===== src/rtl/encoder_axis_ctrl.sv =====
// encoder_axis_ctrl: one quadrature-encoder axis.
// Synchronises and filters the A/B/index pins, decodes x4 steps, and owns the
// axis coordinate through an IDLE / HOMING / TRACK / FAULT state machine.
// Optional build macro COORD_WRAP_EN: coordinate wraps modulo COORD_MAX+1 and a
// one-cycle 'wrap' output pulses on every wrap; without it the coordinate
// saturates at 0 and COORD_MAX and the 'wrap' port does not exist.
module encoder_axis_ctrl #(
   parameter int WIDTH      = 10,
   parameter int COORD_MAX  = 1023,
   parameter int FILTER_LEN = 2,
   parameter int HOME_VALUE = 0
) (
   input  logic             clock,
   input  logic             a_reset,
   input  logic             encoder_a,
   input  logic             encoder_b,
   input  logic             index,
   input  logic             cmd_home,
   input  logic             cmd_load,
   input  logic [WIDTH-1:0] load_value,
   input  logic             cmd_clear,
   output logic [WIDTH-1:0] coordinate,
   output logic [1:0]       state,
   output logic             step_valid,
   output logic             direction,
   output logic             homed,
   output logic             fault
`ifdef COORD_WRAP_EN
   ,
   output logic             wrap
`endif
);

   typedef enum logic [1:0] {
      ST_IDLE   = 2'd0,
      ST_HOMING = 2'd1,
      ST_TRACK  = 2'd2,
      ST_FAULT  = 2'd3
   } state_t;

   typedef enum logic [1:0] {
      EV_NONE    = 2'd0,
      EV_UP      = 2'd1,
      EV_DOWN    = 2'd2,
      EV_ILLEGAL = 2'd3
   } step_t;

   localparam logic [WIDTH:0]   CMAX_EXT  = (WIDTH+1)'(COORD_MAX);
   localparam logic [WIDTH-1:0] CMAX      = WIDTH'(COORD_MAX);
   localparam logic [WIDTH-1:0] HOME      = WIDTH'(HOME_VALUE);
   localparam logic [3:0]       FILT_LAST = 4'(FILTER_LEN - 1);

   // Gray-code step classification of a {A,B} transition; up is 00->10->11->01->00.
   function automatic step_t decode_step(input logic [1:0] prev, input logic [1:0] cur);
      step_t ev;
      case ({prev, cur})
         4'b0010, 4'b1011, 4'b1101, 4'b0100: ev = EV_UP;
         4'b1000, 4'b1110, 4'b0111, 4'b0001: ev = EV_DOWN;
         4'b0011, 4'b1100, 4'b1001, 4'b0110: ev = EV_ILLEGAL;
         default:                            ev = EV_NONE;
      endcase
      return ev;
   endfunction

   logic [2:0]       pins_s;
   logic [2:0]       sync1_r;
   logic [2:0]       sync2_r;
   logic [2:0]       filt_s;
   logic [1:0]       ab_s;
   logic [1:0]       prev_ab_r;
   logic             idx_prev_r;
   logic             idx_rise_s;
   step_t            event_s;
   logic             step_up_s;
   logic             step_dn_s;
   logic             illegal_s;

   state_t           state_r;
   state_t           state_n;
   logic [WIDTH-1:0] coord_r;
   logic [WIDTH-1:0] coord_n;
   logic             homed_r;
   logic             homed_n;
   logic             fault_r;
   logic             step_valid_r;
   logic             direction_r;

   logic [WIDTH:0]   sum_s;
   logic [WIDTH:0]   diff_s;
   logic [WIDTH-1:0] inc_s;
   logic [WIDTH-1:0] dec_s;
   logic [WIDTH-1:0] load_clamp_s;
`ifdef COORD_WRAP_EN
   logic             inc_wrap_s;
   logic             dec_wrap_s;
   logic             wrap_n;
   logic             wrap_r;
`endif

   // bit 2 = index, bit 1 = A, bit 0 = B
   assign pins_s = {index, encoder_a, encoder_b};

   // Two-flop synchroniser for the three asynchronous pins.
   always_ff @(posedge clock or posedge a_reset) begin
      if (a_reset) begin
         sync1_r <= 3'b000;
         sync2_r <= 3'b000;
      end else begin
         sync1_r <= pins_s;
         sync2_r <= sync1_r;
      end
   end

   generate
      for (genvar g = 0; g < 3; g++) begin : g_filt
         logic [3:0] cnt_r;
         logic       level_r;

         // Accept a new level only after FILTER_LEN consecutive disagreeing samples.
         always_ff @(posedge clock or posedge a_reset) begin
            if (a_reset) begin
               cnt_r   <= 4'd0;
               level_r <= 1'b0;
            end else if (sync2_r[g] == level_r) begin
               cnt_r   <= 4'd0;
            end else if (cnt_r == FILT_LAST) begin
               cnt_r   <= 4'd0;
               level_r <= sync2_r[g];
            end else begin
               cnt_r   <= cnt_r + 4'd1;
            end
         end

         assign filt_s[g] = level_r;
      end
   endgenerate

   assign ab_s       = filt_s[1:0];
   assign event_s    = decode_step(prev_ab_r, ab_s);
   assign step_up_s  = (event_s == EV_UP);
   assign step_dn_s  = (event_s == EV_DOWN);
   assign illegal_s  = (event_s == EV_ILLEGAL);
   assign idx_rise_s = filt_s[2] & ~idx_prev_r;

   // Neighbouring coordinates (one extra bit to see over/underflow) and load clamp.
   always_comb begin
      sum_s  = {1'b0, coord_r} + {{WIDTH{1'b0}}, 1'b1};
      diff_s = {1'b0, coord_r} - {{WIDTH{1'b0}}, 1'b1};
`ifdef COORD_WRAP_EN
      inc_wrap_s = 1'b0;
      dec_wrap_s = 1'b0;
      if (sum_s > CMAX_EXT) begin
         inc_s      = {WIDTH{1'b0}};
         inc_wrap_s = 1'b1;
      end else begin
         inc_s      = sum_s[WIDTH-1:0];
      end
      if (diff_s[WIDTH]) begin
         dec_s      = CMAX;
         dec_wrap_s = 1'b1;
      end else begin
         dec_s      = diff_s[WIDTH-1:0];
      end
`else
      if (sum_s > CMAX_EXT) begin
         inc_s = CMAX;
      end else begin
         inc_s = sum_s[WIDTH-1:0];
      end
      if (diff_s[WIDTH]) begin
         dec_s = {WIDTH{1'b0}};
      end else begin
         dec_s = diff_s[WIDTH-1:0];
      end
`endif
      if ({1'b0, load_value} > CMAX_EXT) begin
         load_clamp_s = CMAX;
      end else begin
         load_clamp_s = load_value;
      end
   end

   // Next state and coordinate; priority illegal > clear > home > load > index > step.
   always_comb begin
      state_n = state_r;
      coord_n = coord_r;
      homed_n = homed_r;
`ifdef COORD_WRAP_EN
      wrap_n  = 1'b0;
`endif
      case (state_r)
         ST_IDLE: begin
            if (cmd_home) begin
               state_n = ST_HOMING;
               homed_n = 1'b0;
            end else if (cmd_load) begin
               state_n = ST_TRACK;
               coord_n = load_clamp_s;
               homed_n = 1'b1;
            end else begin
               state_n = ST_IDLE;
            end
         end
         ST_HOMING: begin
            if (illegal_s) begin
               state_n = ST_FAULT;
            end else if (cmd_home) begin
               homed_n = 1'b0;
            end else if (cmd_load) begin
               state_n = ST_TRACK;
               coord_n = load_clamp_s;
               homed_n = 1'b1;
            end else if (idx_rise_s) begin
               state_n = ST_TRACK;
               coord_n = HOME;
               homed_n = 1'b1;
            end else begin
               state_n = ST_HOMING;
            end
         end
         ST_TRACK: begin
            if (illegal_s) begin
               state_n = ST_FAULT;
            end else if (cmd_home) begin
               state_n = ST_HOMING;
               homed_n = 1'b0;
            end else if (cmd_load) begin
               coord_n = load_clamp_s;
               homed_n = 1'b1;
            end else if (step_up_s) begin
               coord_n = inc_s;
`ifdef COORD_WRAP_EN
               wrap_n  = inc_wrap_s;
`endif
            end else if (step_dn_s) begin
               coord_n = dec_s;
`ifdef COORD_WRAP_EN
               wrap_n  = dec_wrap_s;
`endif
            end else begin
               state_n = ST_TRACK;
            end
         end
         ST_FAULT: begin
            if (cmd_clear) begin
               state_n = ST_IDLE;
               homed_n = 1'b0;
            end else begin
               state_n = ST_FAULT;
            end
         end
         default: begin
            state_n = ST_IDLE;
            homed_n = 1'b0;
         end
      endcase
   end

   // State, coordinate and pulse outputs; previous AB / index always track the filters.
   always_ff @(posedge clock or posedge a_reset) begin
      if (a_reset) begin
         state_r      <= ST_IDLE;
         coord_r      <= {WIDTH{1'b0}};
         homed_r      <= 1'b0;
         fault_r      <= 1'b0;
         step_valid_r <= 1'b0;
         direction_r  <= 1'b0;
         prev_ab_r    <= 2'b00;
         idx_prev_r   <= 1'b0;
`ifdef COORD_WRAP_EN
         wrap_r       <= 1'b0;
`endif
      end else begin
         state_r      <= state_n;
         coord_r      <= coord_n;
         homed_r      <= homed_n;
         fault_r      <= (state_n == ST_FAULT);
         step_valid_r <= step_up_s | step_dn_s;
         if (step_up_s) begin
            direction_r <= 1'b1;
         end else if (step_dn_s) begin
            direction_r <= 1'b0;
         end else begin
            direction_r <= direction_r;
         end
         prev_ab_r    <= ab_s;
         idx_prev_r   <= filt_s[2];
`ifdef COORD_WRAP_EN
         wrap_r       <= wrap_n;
`endif
      end
   end

   assign coordinate = coord_r;
   assign state      = state_r;
   assign step_valid = step_valid_r;
   assign direction  = direction_r;
   assign homed      = homed_r;
   assign fault      = fault_r;
`ifdef COORD_WRAP_EN
   assign wrap       = wrap_r;
`endif

endmodule

===== config.mk =====
export PLATFORM = sky130hd
export DESIGN_NAME = encoder_axis_ctrl
export DESIGN_NICKNAME = d
export VERILOG_FILES = /design/src/rtl/encoder_axis_ctrl.sv
export SDC_FILE = /design/constraint.sdc
export NUM_CORES = 1
export LEC_CHECK = 0
export CORE_ASPECT_RATIO = 0.8
export CORE_UTILIZATION = 40
export CTS_CLUSTER_DIAMETER = 50
export DETAILED_ROUTE_END_ITERATION = 10
export HOLD_SLACK_MARGIN = 0.1
export PLACE_DENSITY_LB_ADDON = 0.05
export REMOVE_ABC_BUFFERS = 1
export SYNTH_ARGS = -nofsm -noshare
export SYNTH_HDL_FRONTEND = slang
export SYNTH_SLANG_ARGS = --single-unit

===== constraint.sdc =====
create_clock -name clock -period 5.08 [get_ports clock]
set_input_delay 0.762 -clock clock [delete_from_list [all_inputs] [get_ports clock]]
set_output_delay 0.762 -clock clock [all_outputs]
set_load 0.1 [all_outputs]

### Yosys cells after proc, flatten, opt, wreduce, memory -nomap -nowiden

Memories as Yosys holds them, arrays and structs flattened.
Index checks and enable logic that the tools add are counted.

* register bits: 40
* ROM bits: 32
* input bits: 18
* output and inout port bits: 16
* word-level logic and storage cells: 104
* memories kept: 1

* add/subtract/negate cells: 5
* $lt $le $gt $ge: 1
* equal/unequal tests: 23
* multiplexer cells: 44
* bitwise logic cells: 6
* reductions and logical operators: 8

Memory list
* (no name shown): depth 16, width 2, rd ports 1, clocked after memory_dff 0, write ports 0, RTL line 56 `case ({prev, cur})`

Operators with widths (count)
* 10-bit two-way mux: 13
* 10-bit case mux with 3 select lines: 1
* 2-bit two-way mux: 12
* 4-bit two-way mux: 6
* 2-bit inequality test (second input constant): 7
* 4-bit by 1-bit adder with 4-bit output (second input constant): 3
* 4-bit by 1-bit == test with 1-bit output (second input constant): 3
* 10-bit by 1-bit adder with 11-bit output (second input constant): 1
* 11-bit by 10-bit > comparator with 1-bit output (second input constant): 1
* 10-bit by 1-bit subtractor with 11-bit output (second input constant): 1
* 2-bit == test (second input constant): 5
* 1-bit two-way mux: 10
* 9-bit AND reduction: 1
* 4-bit inequality test (second input constant): 2
* 2-bit case mux with 4 select lines: 1
* 2-bit AND reduction: 3
* 2-bit by 1-bit == test with 1-bit output (second input constant): 2
* 1-bit NOT: 4
* 1-bit case mux with 4 select lines: 1
* 4-bit AND reduction: 1
* 1-bit == test: 3
* 3-bit inequality test (second input constant): 1
* 3-bit nonzero test: 1
* 2-bit zero test: 1
* 3 further kinds: 3

### Depth between registers and ports, before layout

An unclocked memory read counts as a cell.

* depth in word-level cells: 9
* depth in mapped cells: 14
* gate-level depth less buffers: 11

### Worst setup path after synthesis

Ideal clock, no wire load.

* path type: register -> register
* from: register state_r[0] (netlist: state[0])
* to: register coord_r[2] (netlist: coordinate[2])
* library setup time: 0.136 ns
* arrival time: 2.653 ns
* required time: 4.944 ns
* slack: 2.290 ns
* cell stages (with the launch flop): 9
* period minus slack after synthesis: 2.790 ns
* cell sequence: dfrtp_1 inv_1 ha_1 or4b_4 a31oi_4 o21a_1 buf_6 mux2i_1 o21ai_0

* longest elaborated chain between the ends: 3
* elaborated cells between the ends (all ways): 14
* classes of those cells: 10 x eq/ne; 1 x mux; 3 x reduce/logical

RTL lines
* start: declaration: RTL line 78 `state_t state_r;`
* start signal: assignment: RTL line 274 `state_r <= state_n;`
* 2-bit == test (tied with other cells): RTL line 191 `case (state_r)`
* 4-bit inequality test (no line) (tied with other cells)
* 9-bit AND reduction (no line)
* end signal: assignment: RTL line 263 `coord_r <= {WIDTH{1'b0}};`
* end signal: assignment: RTL line 275 `coord_r <= coord_n;`
* end: declaration: RTL line 80 `logic [WIDTH-1:0] coord_r;`

Parallel ways exist; a longest one is shown, timed or not.
A chain may end at the register's enable or synchronous reset.

### Worst setup path in the final report

* from: register g_filt[0].level_r
* to: register coord_r[2] (netlist: coordinate[2])

* longest elaborated chain between the ends: 7
* elaborated cells between the ends (all ways): 13
* classes of those cells: 6 x eq/ne; 5 x mux; 1 x reduce/logical; 1 x memory

RTL lines
* start: declaration: RTL line 117 `logic level_r;`
* start signal: assignment: RTL line 128 `level_r <= sync2_r[g];`
* memory 16 x 2 bit (*)
* 2-bit by 1-bit == test with 1-bit output (*): RTL line 140 `assign step_up_s = (event_s == EV_UP);`
* via step_up_s: RTL line 74 `logic step_up_s;`
* 10-bit two-way mux: RTL line 230 `end else if (step_up_s) begin`
* 10-bit two-way mux: RTL line 227 `end else if (cmd_load) begin`
* 10-bit two-way mux: RTL line 224 `end else if (cmd_home) begin`
* 10-bit two-way mux: RTL line 222 `if (illegal_s) begin`
* 10-bit case mux with 3 select lines: RTL line 191

Mark *: on every way through the listed nets, which the timed path passes. The rest lies on a longest branch. The select of a mux whose other input is x is not followed.

==> out/qor.yml <==
grt_pass1_vias: 1887
critPathMaxStageDelay_ns: 0.60
end_kind: "flop"
drv_cap: 0
clk_latency_ns: 0.29
cts_setup_buffers: 0
async_flop_share: 1.00
initial_core_util: 0.421
reg2reg_depth: 8
required_ns: 5.24
postPlaceCellArea_mm2: 0.00287
start_kind: "flop"
slowest_stage: "o21a_1"
reg2reg_to: "coordinate[2]"
synth_edf_count: 0
antenna_found_initial: 0
drive_above_1_share: 0.0743
fin_skew_ns: 0.00439
worst-r2r-setup-slack_ns: 2.08
rsz0062_at_grt: "no"
min_to: "sync2_r[1]"
path_max_fanout: 19
min_path_cells: 0
grt_start_max_net_pins: 41
finalCritPeriodShare: 0.591
ys_warn_count: 0
postRouteAntennaNets: 0
yosysTopAreaCellShare: 0.398
synth-seq-cells: 40
holdBufCountCts: 0
slew_headroom: 0.349
cts_tree: "built"
dieWidth_um: 90.6
grt_pass1_wl_mm: 9.20
rr_startpoint: "g_filt[0].level_r"
synth_top_flop_cell: "dfrtp_1"
numClockSinks: 40
synth_area_leaders: "dfrtp_1, ha_1, nor2_1, nand2_1, xor2_1"
critical_path_class: "reg -> reg"
grt_overflow: 0
place_hpwl_mm: 3.93
die-area_mm2: 0.00661
finalHoldViolations: 0
path_clk_slew_ns: 0.08
synth.avg_cell_area_um2: 9.45
num_vias: 2002
finalMaxSlewViolations: 0
htree_levels: 2
core_mm2: 0.00597
root_buffer: "clkbuf_8"
post_drt_via_cell_ratio: 5.31
yosysTopAreaCell: "dfrtp_1"
totalWireLength_mm: 5.36
syn-cell-area_mm2: 0.00251
gp_congestion: 0.845
ios: 34
layout.nets: 330
hp-class: "reg -> reg"
dieHeight_um: 72.9
cp_cell_sequence: "mux2i_1, o21ai_0, ha_1, nor3_1, nor3_1, o21a_1, mux2i_1, o21ai_0"
area_growth_pct: 18.6
cts_buffers: 5
fmax_mhz: 333
ys_seq_area_frac: 0.398
synth_cells: 266
dr.pass1.iters: 4
grt_use_total: 0.177
avgRoutedWirePerCell_um: 14.2
fin_crit_ns: 3.00
route.detailed.drc: 0
rows: 25
ys_types: 61
cts_buffer_depth: 2
diodes: 0
worstMarginPinSlew_ns: 0.974
setup_violations: 0
crit_arrival_ns: 3.16
cts_resized: 0
status: "finished clean"
fin_setup_tns_ns: 0
final_area_mm2: 0.00298
worstHoldStart: "sync1_r[1]"
numPortBuffers: 33
drt_iter0_markers: 104
-- worst max-delay path, delay by kind of cell (launching register included) --
kind            cells  cell delay, ns
mux                 2            0.40
fa+ha+maj           1            0.59
simple gates        2            0.40
flops               1            0.48
compound gates      3            1.00
-- area by class of cell --
class / count / area, um2
Fill cell: 573 / 2990
Multi-Input combinational cell: 199 / 1370
Sequential cell: 40 / 1000
Timing Repair Buffer: 34 / 338
Tap cell: 81 / 101
Clock buffer: 5 / 68.8
Inverter: 15 / 56.3
Clock inverter: 3 / 42.5
-- layout by cell type, fill, tap and decap left out, drive strengths merged, types with 2 or more instances in the layout --
master,instances
dfrtp,40
nor2,35
clkdlybuf4s50,33
nand2,22
ha,17
inv,15
a21oi,12
o21ai,11
nand3,10
nor3,9
xor2,8
a31oi,6
mux2,5
xnor2,5
o221ai,5
clkbuf,5
nand2b,4
and3,3
mux2i,3
nor2b,3
and2,2
nor3b,2
nand4,2
o22ai,2
a221o,2
o211ai,2
a21o,2
nor4b,2
o311ai,2
o31ai,2
a21boi,2
-- through the flow --
step           worst slack [ns]  hold slack [ns]  utilization  std cells
6_report                   2.08            0.353        0.499        377
3_3_place_gp               1.96            0.332        0.480        369
4_1_cts                    2.08            0.356        0.499        377
2_1_floorplan              2.04            0.331            -        254
5_1_grt                    1.76            0.361        0.499        377
3_5_place_dp               1.91            0.336        0.480        369
-- Yosys cell counts, drive strengths merged (4+ instances only) --
library cell / count
inv: 15
o21ai: 11
nand2b: 4
xor2: 8
nor3: 9
a31oi: 6
clkbuf: 6
nand2: 22
ha: 17
buf: 6
mux2: 5
dfrtp: 40
o221ai: 5
nand3: 10
xnor2: 5
a21oi: 12
nor2: 35
-- kinds of logic (layout without fill, tap and decap cells) --
| family | Yosys count | in the layout | synth area share |
|---|---|---|---|
| adder cells (fa/ha/maj) | 17 | 17 | 0.0846 |
| multiplexers | 9 | 9 | 0.0433 |
| AO/OA/AOI/OAI | 62 | 62 | 0.181 |
| AND/OR/NAND/NOR | 98 | 98 | 0.192 |
| flip-flops | 40 | 40 | 0.398 |
| XOR/XNOR | 13 | 13 | 0.0453 |
| buffers and inverters | 27 | 57 | 0.0557 |
-- worst max-delay path by stage --
| stage | from | endpoint | slack, ns | cells past startpoint |
|---|---|---|---|---|
| 6_report | g_filt[0].level_r | coordinate[2] | 2.08 | 8 |
| 5_1_grt | g_filt[0].level_r | coordinate[3] | 1.76 | 8 |
| 4_1_cts | g_filt[0].level_r | coordinate[2] | 2.08 | 8 |
| 3_5_place_dp | cmd_home | coordinate[2] | 1.91 | 6 |
| 3_3_place_gp | cmd_home | coordinate[2] | 1.96 | 6 |
| 2_1_floorplan | state[0] | coordinate[2] | 2.04 | 7 |
-- flip-flops by register name, indices dropped and copies added, names as in the netlist --
register,count
coordinate,10
direction,1
fault,1
g_filt.cnt_r,12
g_filt.level_r,3
homed,1
idx_prev_r,1
prev_ab_r,2
state,2
step_valid,1
sync1_r,3
sync2_r,3
-- layer usage --
metal  global-route usage  vias up  part of all wire
met2                0.244       46              0.40
met5                    0        -                 0
li1                     -     1004                 -
met4               0.0520        0            0.0099
met3               0.0344        8             0.049
met1                0.276      944              0.54
Power is not shown: default switching activity piles up to over one toggle a cycle in this logic, so the estimate is an artifact.
